### src/rtl/aes_lab_pkg.sv
// Shared definitions for the AES-128 lab: widths, pipeline latency,
// the FIPS-197 test vector and the readback FSM state encoding.
package aes_lab_pkg;

    localparam int AES_W        = 128;
    localparam int BYTE_W       = 8;
    localparam int AES_PIPE_LAT = 21;

    // FIPS-197 appendix C.1 vector used by the lab top
    localparam logic [AES_W-1:0] TV_PLAINTEXT  = 128'h00112233445566778899aabbccddeeff;
    localparam logic [AES_W-1:0] TV_KEY        = 128'h000102030405060708090a0b0c0d0e0f;
    localparam logic [AES_W-1:0] TV_CIPHERTEXT = 128'h69c4e0d86a7b0430d8cdb78070b4c55a;

    typedef enum logic [2:0] {
        ST_IDLE   = 3'd0,
        ST_SETTLE = 3'd1,
        ST_READ   = 3'd2,
        ST_WAIT   = 3'd3,
        ST_SEND   = 3'd4,
        ST_DONE   = 3'd5
    } rb_state_t;

endpackage

### src/rtl/word_serializer.sv
// Streams a 128-bit word out MSB byte first over a valid/ready interface.
// The word itself is held by the parent; this unit only owns the byte index
// and the valid flag, so the output byte cannot change while stalled.
module word_serializer
    import aes_lab_pkg::*;
(
    input  logic              i_clk,
    input  logic              i_rst,
    input  logic              i_load,
    input  logic [AES_W-1:0]  i_word,
    input  logic              i_ready,
    output logic [BYTE_W-1:0] o_data,
    output logic              o_valid,
    output logic              o_last
);

    logic [3:0] r_idx;
    logic       r_valid;
    logic       w_fire;

    assign w_fire  = r_valid && i_ready;
    assign o_last  = w_fire && (r_idx == 4'd0);
    assign o_valid = r_valid;
    assign o_data  = r_valid ? i_word[{r_idx, 3'b000} +: BYTE_W] : '0;

    // Load starts at byte 15; each handshake steps down until byte 0 is taken
    always_ff @(posedge i_clk or posedge i_rst) begin
        if (i_rst) begin
            r_idx   <= 4'd0;
            r_valid <= 1'b0;
        end else if (i_load) begin
            r_idx   <= 4'd15;
            r_valid <= 1'b1;
        end else if (w_fire) begin
            if (r_idx == 4'd0) begin
                r_valid <= 1'b0;
            end else begin
                r_idx <= r_idx - 4'd1;
            end
        end
    end

endmodule

### src/rtl/aes_ct_readback.sv
// Ciphertext RAM reader: waits for the AES pipeline to settle, reads one word,
// compares it with the golden value and streams it out byte by byte.
module aes_ct_readback
    import aes_lab_pkg::*;
#(
    parameter int ADDR_W        = 1,
    parameter int RD_ADDR       = 0,
    parameter int SETTLE_CYCLES = AES_PIPE_LAT,
    parameter int RD_LAT        = 2
) (
    input  logic              i_clk,
    input  logic              i_rst,
    input  logic              i_start,
    input  logic [AES_W-1:0]  i_expected,
    output logic [ADDR_W-1:0] o_ram_addr,
    output logic              o_ram_rden,
    input  logic [AES_W-1:0]  i_ram_q,
    output logic [BYTE_W-1:0] o_tx_data,
    output logic              o_tx_valid,
    input  logic              i_tx_ready,
    output logic [AES_W-1:0]  o_captured,
    output logic              o_busy,
    output logic              o_done,
    output logic              o_match
);

    localparam int               SET_W       = (SETTLE_CYCLES > 1) ? $clog2(SETTLE_CYCLES) : 1;
    localparam logic [SET_W-1:0] SETTLE_LAST = SET_W'(SETTLE_CYCLES - 1);
    localparam logic [1:0]       LAT_LAST    = 2'(RD_LAT - 1);

    rb_state_t        r_state;
    rb_state_t        w_next;
    logic [SET_W-1:0] r_settle_cnt;
    logic [1:0]       r_lat_cnt;
    logic [AES_W-1:0] r_expected;
    logic [AES_W-1:0] r_captured;
    logic             r_done;
    logic             r_match;
    logic             w_load;
    logic             w_last;

    // Capture happens on the edge ending the RD_LAT-th cycle after READ
    assign w_load = (r_state == ST_WAIT) && (r_lat_cnt == LAT_LAST);

    assign o_ram_addr = ADDR_W'(RD_ADDR);
    assign o_ram_rden = (r_state == ST_READ);
    assign o_busy     = (r_state != ST_IDLE) && (r_state != ST_DONE);
    assign o_done     = r_done;
    assign o_match    = r_match;
    assign o_captured = r_captured;

    // State register
    always_ff @(posedge i_clk or posedge i_rst) begin
        if (i_rst) begin
            r_state <= ST_IDLE;
        end else begin
            r_state <= w_next;
        end
    end

    // Next-state logic; start is only honoured from IDLE or DONE
    always_comb begin
        w_next = r_state;
        case (r_state)
            ST_IDLE, ST_DONE: if (i_start) w_next = ST_SETTLE;
            ST_SETTLE:        if (r_settle_cnt == SETTLE_LAST) w_next = ST_READ;
            ST_READ:          w_next = ST_WAIT;
            ST_WAIT:          if (w_load) w_next = ST_SEND;
            ST_SEND:          if (w_last) w_next = ST_DONE;
            default:          w_next = ST_IDLE;
        endcase
    end

    // Counters, golden value, captured word and the done/match result
    always_ff @(posedge i_clk or posedge i_rst) begin
        if (i_rst) begin
            r_settle_cnt <= '0;
            r_lat_cnt    <= '0;
            r_expected   <= '0;
            r_captured   <= '0;
            r_done       <= 1'b0;
            r_match      <= 1'b0;
        end else begin
            case (r_state)
                ST_IDLE, ST_DONE: begin
                    if (i_start) begin
                        r_expected   <= i_expected;
                        r_settle_cnt <= '0;
                        r_done       <= 1'b0;
                        r_match      <= 1'b0;
                    end
                end
                ST_SETTLE: r_settle_cnt <= r_settle_cnt + 1'b1;
                ST_READ:   r_lat_cnt <= '0;
                ST_WAIT: begin
                    r_lat_cnt <= r_lat_cnt + 1'b1;
                    if (w_load) begin
                        r_captured <= i_ram_q;
                    end
                end
                ST_SEND: begin
                    if (w_last) begin
                        r_done  <= 1'b1;
                        r_match <= (r_captured == r_expected);
                    end
                end
                default: ;
            endcase
        end
    end

    word_serializer u_ser (
        .i_clk   (i_clk),
        .i_rst   (i_rst),
        .i_load  (w_load),
        .i_word  (r_captured),
        .i_ready (i_tx_ready),
        .o_data  (o_tx_data),
        .o_valid (o_tx_valid),
        .o_last  (w_last)
    );

endmodule

### config.mk
export PLATFORM = sky130hd
export DESIGN_NAME = aes_ct_readback
export DESIGN_NICKNAME = d
export VERILOG_FILES = /design/src/rtl/aes_lab_pkg.sv /design/src/rtl/word_serializer.sv /design/src/rtl/aes_ct_readback.sv
export SDC_FILE = /design/constraint.sdc
export NUM_CORES = 1
export LEC_CHECK = 0
export CAP_MARGIN = 40
export CORE_MARGIN = 2
export CORE_UTILIZATION = 51
export DETAILED_ROUTE_END_ITERATION = 7
export PLACE_DENSITY = 0.87
export SLEW_MARGIN = 20
export SYNTH_ARGS = -nofsm -noshare
export SYNTH_HDL_FRONTEND = slang
export SYNTH_SLANG_ARGS = --single-unit
### constraint.sdc
create_clock -name i_clk -period 27.9 [get_ports i_clk]
set_input_delay 5.58 -clock i_clk [delete_from_list [all_inputs] [get_ports i_clk]]
set_output_delay 5.58 -clock i_clk [all_outputs]
set_load 0.02 [all_outputs]
* Word level (Yosys, flattened, before mapping)
Index checks and enable logic that the tools add are counted.
** Storage, ports and cells
- Word-level logic and storage cells :: 67
- Bits of input ports :: 260
- Bits in registers :: 273
- Output and inout bits :: 142
** Operators by class
- Add/subtract/negate cells :: 3
- Shifts and indexed selects :: 1
- Multiplexer cells :: 20
- Reductions and logical operators :: 20
- Equality and inequality tests :: 14
** Operators by type and width (number)
- 128-bit == test :: 1
- 128-bit by 8-bit variable part select with 8-bit output :: 1
- 3-bit one-hot mux with 5 select lines :: 1
- 3-bit 2-to-1 mux :: 4
- 4-bit 2-to-1 mux :: 3
- 5-bit one-hot mux with 2 select lines :: 1
- 2-bit AND reduction :: 5
- 2-bit nonzero test :: 5
- 8-bit 2-to-1 mux :: 1
- 3-bit by 2-bit == test with 1-bit output (second input constant) :: 2
- 3-bit == test (second input constant) :: 2
- 1-bit 2-to-1 mux :: 6
- 2-bit by 1-bit != test with 1-bit output (second input constant) :: 3
- 5-bit by 1-bit adder with 5-bit output (second input constant) :: 1
- 5-bit == test (second input constant) :: 1
- 5-bit 2-to-1 mux :: 1
- 1-bit logical AND :: 4
- 4-bit zero test :: 1
- 2-bit != test (second input constant) :: 2
- 1-bit one-hot mux with 2 select lines :: 2
- 2-bit one-hot mux with 2 select lines :: 1
- 4-bit AND reduction :: 1
- 4-bit by 1-bit subtractor with 4-bit output (second input constant) :: 1
- 3-bit by 1-bit == test with 1-bit output (second input constant) :: 1
- other kinds (7) :: 7

* Logic depth before layout (Yosys ltp)
- Depth after elaboration :: 4
- Gate-level depth with buffers :: 10

* By module
From an unflattened synthesis, not the netlist that was laid out.
** Second synthesis, totals
- Cell total of the unflattened synthesis :: 1179
- Area total of the unflattened synthesis :: 12861.1 um^2
** By module, submodules not included
- aes_ct_readback :: area an instance 11553.6 um^2, cells an instance 1071, sequential area each 6706.4 um^2, instances 1
- word_serializer :: area an instance 1307.5 um^2, cells an instance 108, sequential area each 125.1 um^2, instances 1

* Worst setup path after synthesis
No wires, ideal clock.
- Path type :: reg2out
- From :: register u_ser.r_idx[1]
- To :: output o_tx_data[0]
- Arrival time :: 1.885 ns
- Setup slack :: 20.435 ns
- Stages on the path, launching flop included :: 6
- Buffers on the path :: 2
- Cell sequence :: dfrtp_1 > clkbuf_1 > buf_1 > mux4_2 > mux4_2 > and2_1
** On the way
- Longest elaborated chain between the ends :: 2
** RTL lines
- start, declared :: RTL line word_serializer.sv:17 : logic [3:0] r_idx;
- start signal, assigned :: RTL line word_serializer.sv:38 : r_idx <= r_idx - 4'd1;
- 128-bit by 8-bit variable part select with 8-bit output :: RTL line word_serializer.sv:24 : assign o_data = r_valid ? i_word[{r_idx, 3'b000} +: BYTE_W] : '0;
- 8-bit 2-to-1 mux :: RTL line word_serializer.sv:24
- end, declared :: RTL line aes_ct_readback.sv:18 : output logic [BYTE_W-1:0] o_tx_data,
No other way between the ends.

* Worst setup path after layout
- From :: register u_ser.r_idx[0]
- To :: output o_tx_data[1]
The elaborated chain is that of the path after synthesis.

==> summary.md <==
| Metric | Value |
|---|---|
| Area delta synth->final | `42.7%` |
| Most area-consuming cells after synthesis | `dfrtp_1, mux2_2, xnor2_1, mux4_2, mux4_1` |
| # Max-Cap Violations | `0` |
| CP max-delay cell | `dfrtp_2` |
| Final ANT Viol Nets | `0` |
| Clock Latency Late Sink | `550 ps` |
| Non-Filler Instances | `1634` |
| IO Pins | `402` |
| Die Y-Extent | `163 um` |
| Maximum vdd drop | `55.3 uV` |
| Most common cell after layout, fill and taps aside | `clkdlybuf4s50_1` |
| Mux cell area share after synthesis | `0.300` |
| CTS tree | `built` |
| Largest family of logic cells by synthesized area | `multiplexers` |
| Post-synthesis adder-cell area fraction | `0.00487` |
| Clk sinks | `273` |
| Post-CTS Hold Buffers | `0` |
| Status | `finished, final reports clean` |
| Crit-path max cell delay | `740 ps` |
| Largest net degree at the start of global routing | `113` |
| # DRC | `0` |
| Critical path capture point type | `primary output` |
| Final setup TNS | `0 ps` |
| Die width | `163 um` |
| Core area | `25000 um^2` |
| Slew @ Worst Pin | `823 ps` |
| Final min period | `8930 ps` |
| DP Cell Count | `1571` |
| Routability cong. | `0.975` |
| Commonest cells after routing, fill and taps aside | `clkdlybuf4s50_1, dfrtp_1, mux2_2` |
| Fill cells | `1665` |
| Post-DP HPWL | `34100 um` |
| Pre-antenna DRT Iters | `5` |
| Final hold vios | `0` |
| Async SR Flop Fraction | `1.00` |
| Die area | `26500 um^2` |
| FP Rows | `58` |
| CP top delay family | `multiplexers` |
| Tcrit/Tclk final | `0.320` |
| CTS resizes | `0` |
| Sequential share of the synthesized area | `0.531` |
| Startpoint Class | `flop` |
| Slew margin rel. | `0.446` |
| Mean Syn Cell Area | `14.7 um^2` |
| DR iter-0 viols | `929` |
| Hold slack final | `501 ps` |
| Cell count after synthesis | `877` |
| Post-synth EDFFs | `0` |
| Initial antenna violation count | `6` |
| DRT Wirelength | `44400 um` |
| Wire length per cell | `27.2 um` |
| Maximum clock frequency | `112 MHz` |
| Compound-Gate Fraction of Synth Area | `0.00983` |
| Worst EP arrival | `3350 ps` |
| Worst path bufs/invs | `2` |
| Clock root cell | `clkbuf_16` |
| Dominant synthesized flop cell | `dfrtp_1` |
| IO Port Bufs | `400` |
| Simple-gate area share of the yosys netlist | `0.0420` |
| CP max FO | `19` |
| Vias per std cell | `5.75` |
| Post-synthesis cell type count | `36` |
| CP cell instances | `buf_16 > mux4_1 > mux4_2 > and2_1 > clkdlybuf4s50_1` |
| Final Core Density | `0.735` |
| Post-CTS setup buffer count | `0` |
| Final max-slew violation count | `0` |
| Power Dens Cells | `94.0 nW/um^2` |
| Unrepaired setup endpoints after global routing | `no` |
| Total number of vias | `9392` |
| Layout cells sized above 1 | `0.266` |
| Vias in the first global route | `9550` |
| Final Setup Violations | `0` |
| Share of the synthesized area in the top cell type | `0.531` |
| Leak | `7.41 nW` |
| Clk buf depth | `3` |
| Clk slew on worst S/H paths | `60 ps` |
| Synthesis Warnings | `0` |
| Yosys top cell by area | `dfrtp_1` |
| FF+latch count, synth | `273` |
| Post-synthesis xor/xnor area fraction | `0.0892` |
| GRT Total Usage | `0.332` |
| Post-Synthesis Cell Area | `12900 um^2` |
| CTS H-tree depth | `1` |
| GR Overflow Total | `0` |
| Min-Delay Path Class | `flop to flop` |
| Nets | `1541` |
| CTS Buf Count | `30` |
| Final Skew | `7.84 ps` |
| Crit Path Category | `flop to primary output` |
| Required @ worst endpoint | `22320 ps` |
| Starting density of the core | `0.515` |
| Post-synth net total | `1142` |
| First-pass GRT wire length | `63000 um` |
[metrics by stage]
step                power (mW)  area, um^2  setup slack, ps
floorplan                 1.04       12900            14800
global placement          1.25       17100            19490
detailed placement        1.27       17200            19470
CTS                       1.72       18300            18970
global route              1.79       18300            18890
finish                    1.72       18400            18970
[synthesized netlist by cell type (5+ instances only)]
cell type,n
nand2_1,17
nor4_1,17
nand2b_1,5
nand4_1,23
clkbuf_1,16
xnor2_1,79
o21ai_0,14
xor2_1,52
and2_1,9
a21oi_1,5
inv_1,7
dfrtp_1,273
mux4_1,18
buf_4,11
nand3_1,6
mux4_2,22
nor2_1,6
buf_2,11
mux2_2,256
ha_1,5
[area by class of cell]
type	instances	area, um^2	area share
sequential	273	6830	0.372
multi-input combinational	553	5760	0.314
timing repair buffer	411	4200	0.229
clock buffer	38	832	0.0453
tap	330	413	0.0225
clock inverter	16	272	0.0148
inverter	7	33.8	0.00184
antenna	6	15.0	0.000818
[report_power, final]
group	leakage (nW)	switching (mW)	total (mW)	internal, mW
Combinational	3.67	0.244	0.601	0.357
Clock	0.536	0.164	0.439	0.275
Sequential	3.20	0.160	0.684	0.524
[cells by family after synthesis]
logic type	Yosys count
AOI/OAI and AO/OA	23
xor gates and xnor gates	131
adders and majority gates	5
buffers and inverters	51
DFF	273
muxes	297
other	1
and+or+nand+nor	96
[registers in the layout, summed over array words and instances (netlist names)]
register / count
r_expected: 128
o_match: 1
r_settle_cnt: 5
u_ser.r_idx: 4
o_captured: 128
u_ser.o_valid: 1
r_lat_cnt: 2
o_done: 1
r_state: 3
[metal layers]
layer / vias up / global-route usage / share of wire
met2: 526 / 0.552 / 0.49
li1: 3979 / - / -
met5: - / 0 / 0
met1: 4799 / 0.418 / 0.38
met3: 88 / 0.0909 / 0.10
met4: 0 / 0.121 / 0.036
[worst reg2reg max path, cell delays in order (launching register included)]
cell and delay [ps]:
dfrtp_1 500, nor2b_2 260, nor3_1 280, and2_4 360, buf_16 290, buf_4 430, buf_12 300, nor2_1 140
o21ai_0 210, o21ai_0 120
[path summary, 6_finish.rpt]
kind | start | to | slack, ps | cells past startpoint
max in group asynchronous | i_rst | o_captured[104] | 21010 | 5
setup / recovery | u_ser.r_idx[0] | o_tx_data[1] | 18970 | 5
hold / removal | r_lat_cnt[1] | r_lat_cnt[1] | 500 | 2
hold reg to reg | r_lat_cnt[1] | r_lat_cnt[1] | 500 | 2
min in group asynchronous | i_rst | o_captured[5] | 5300 | 2
setup reg to reg | r_state[0] | r_settle_cnt[2] | 24890 | 9
Note: power is estimated with default switching activity, not from simulation.
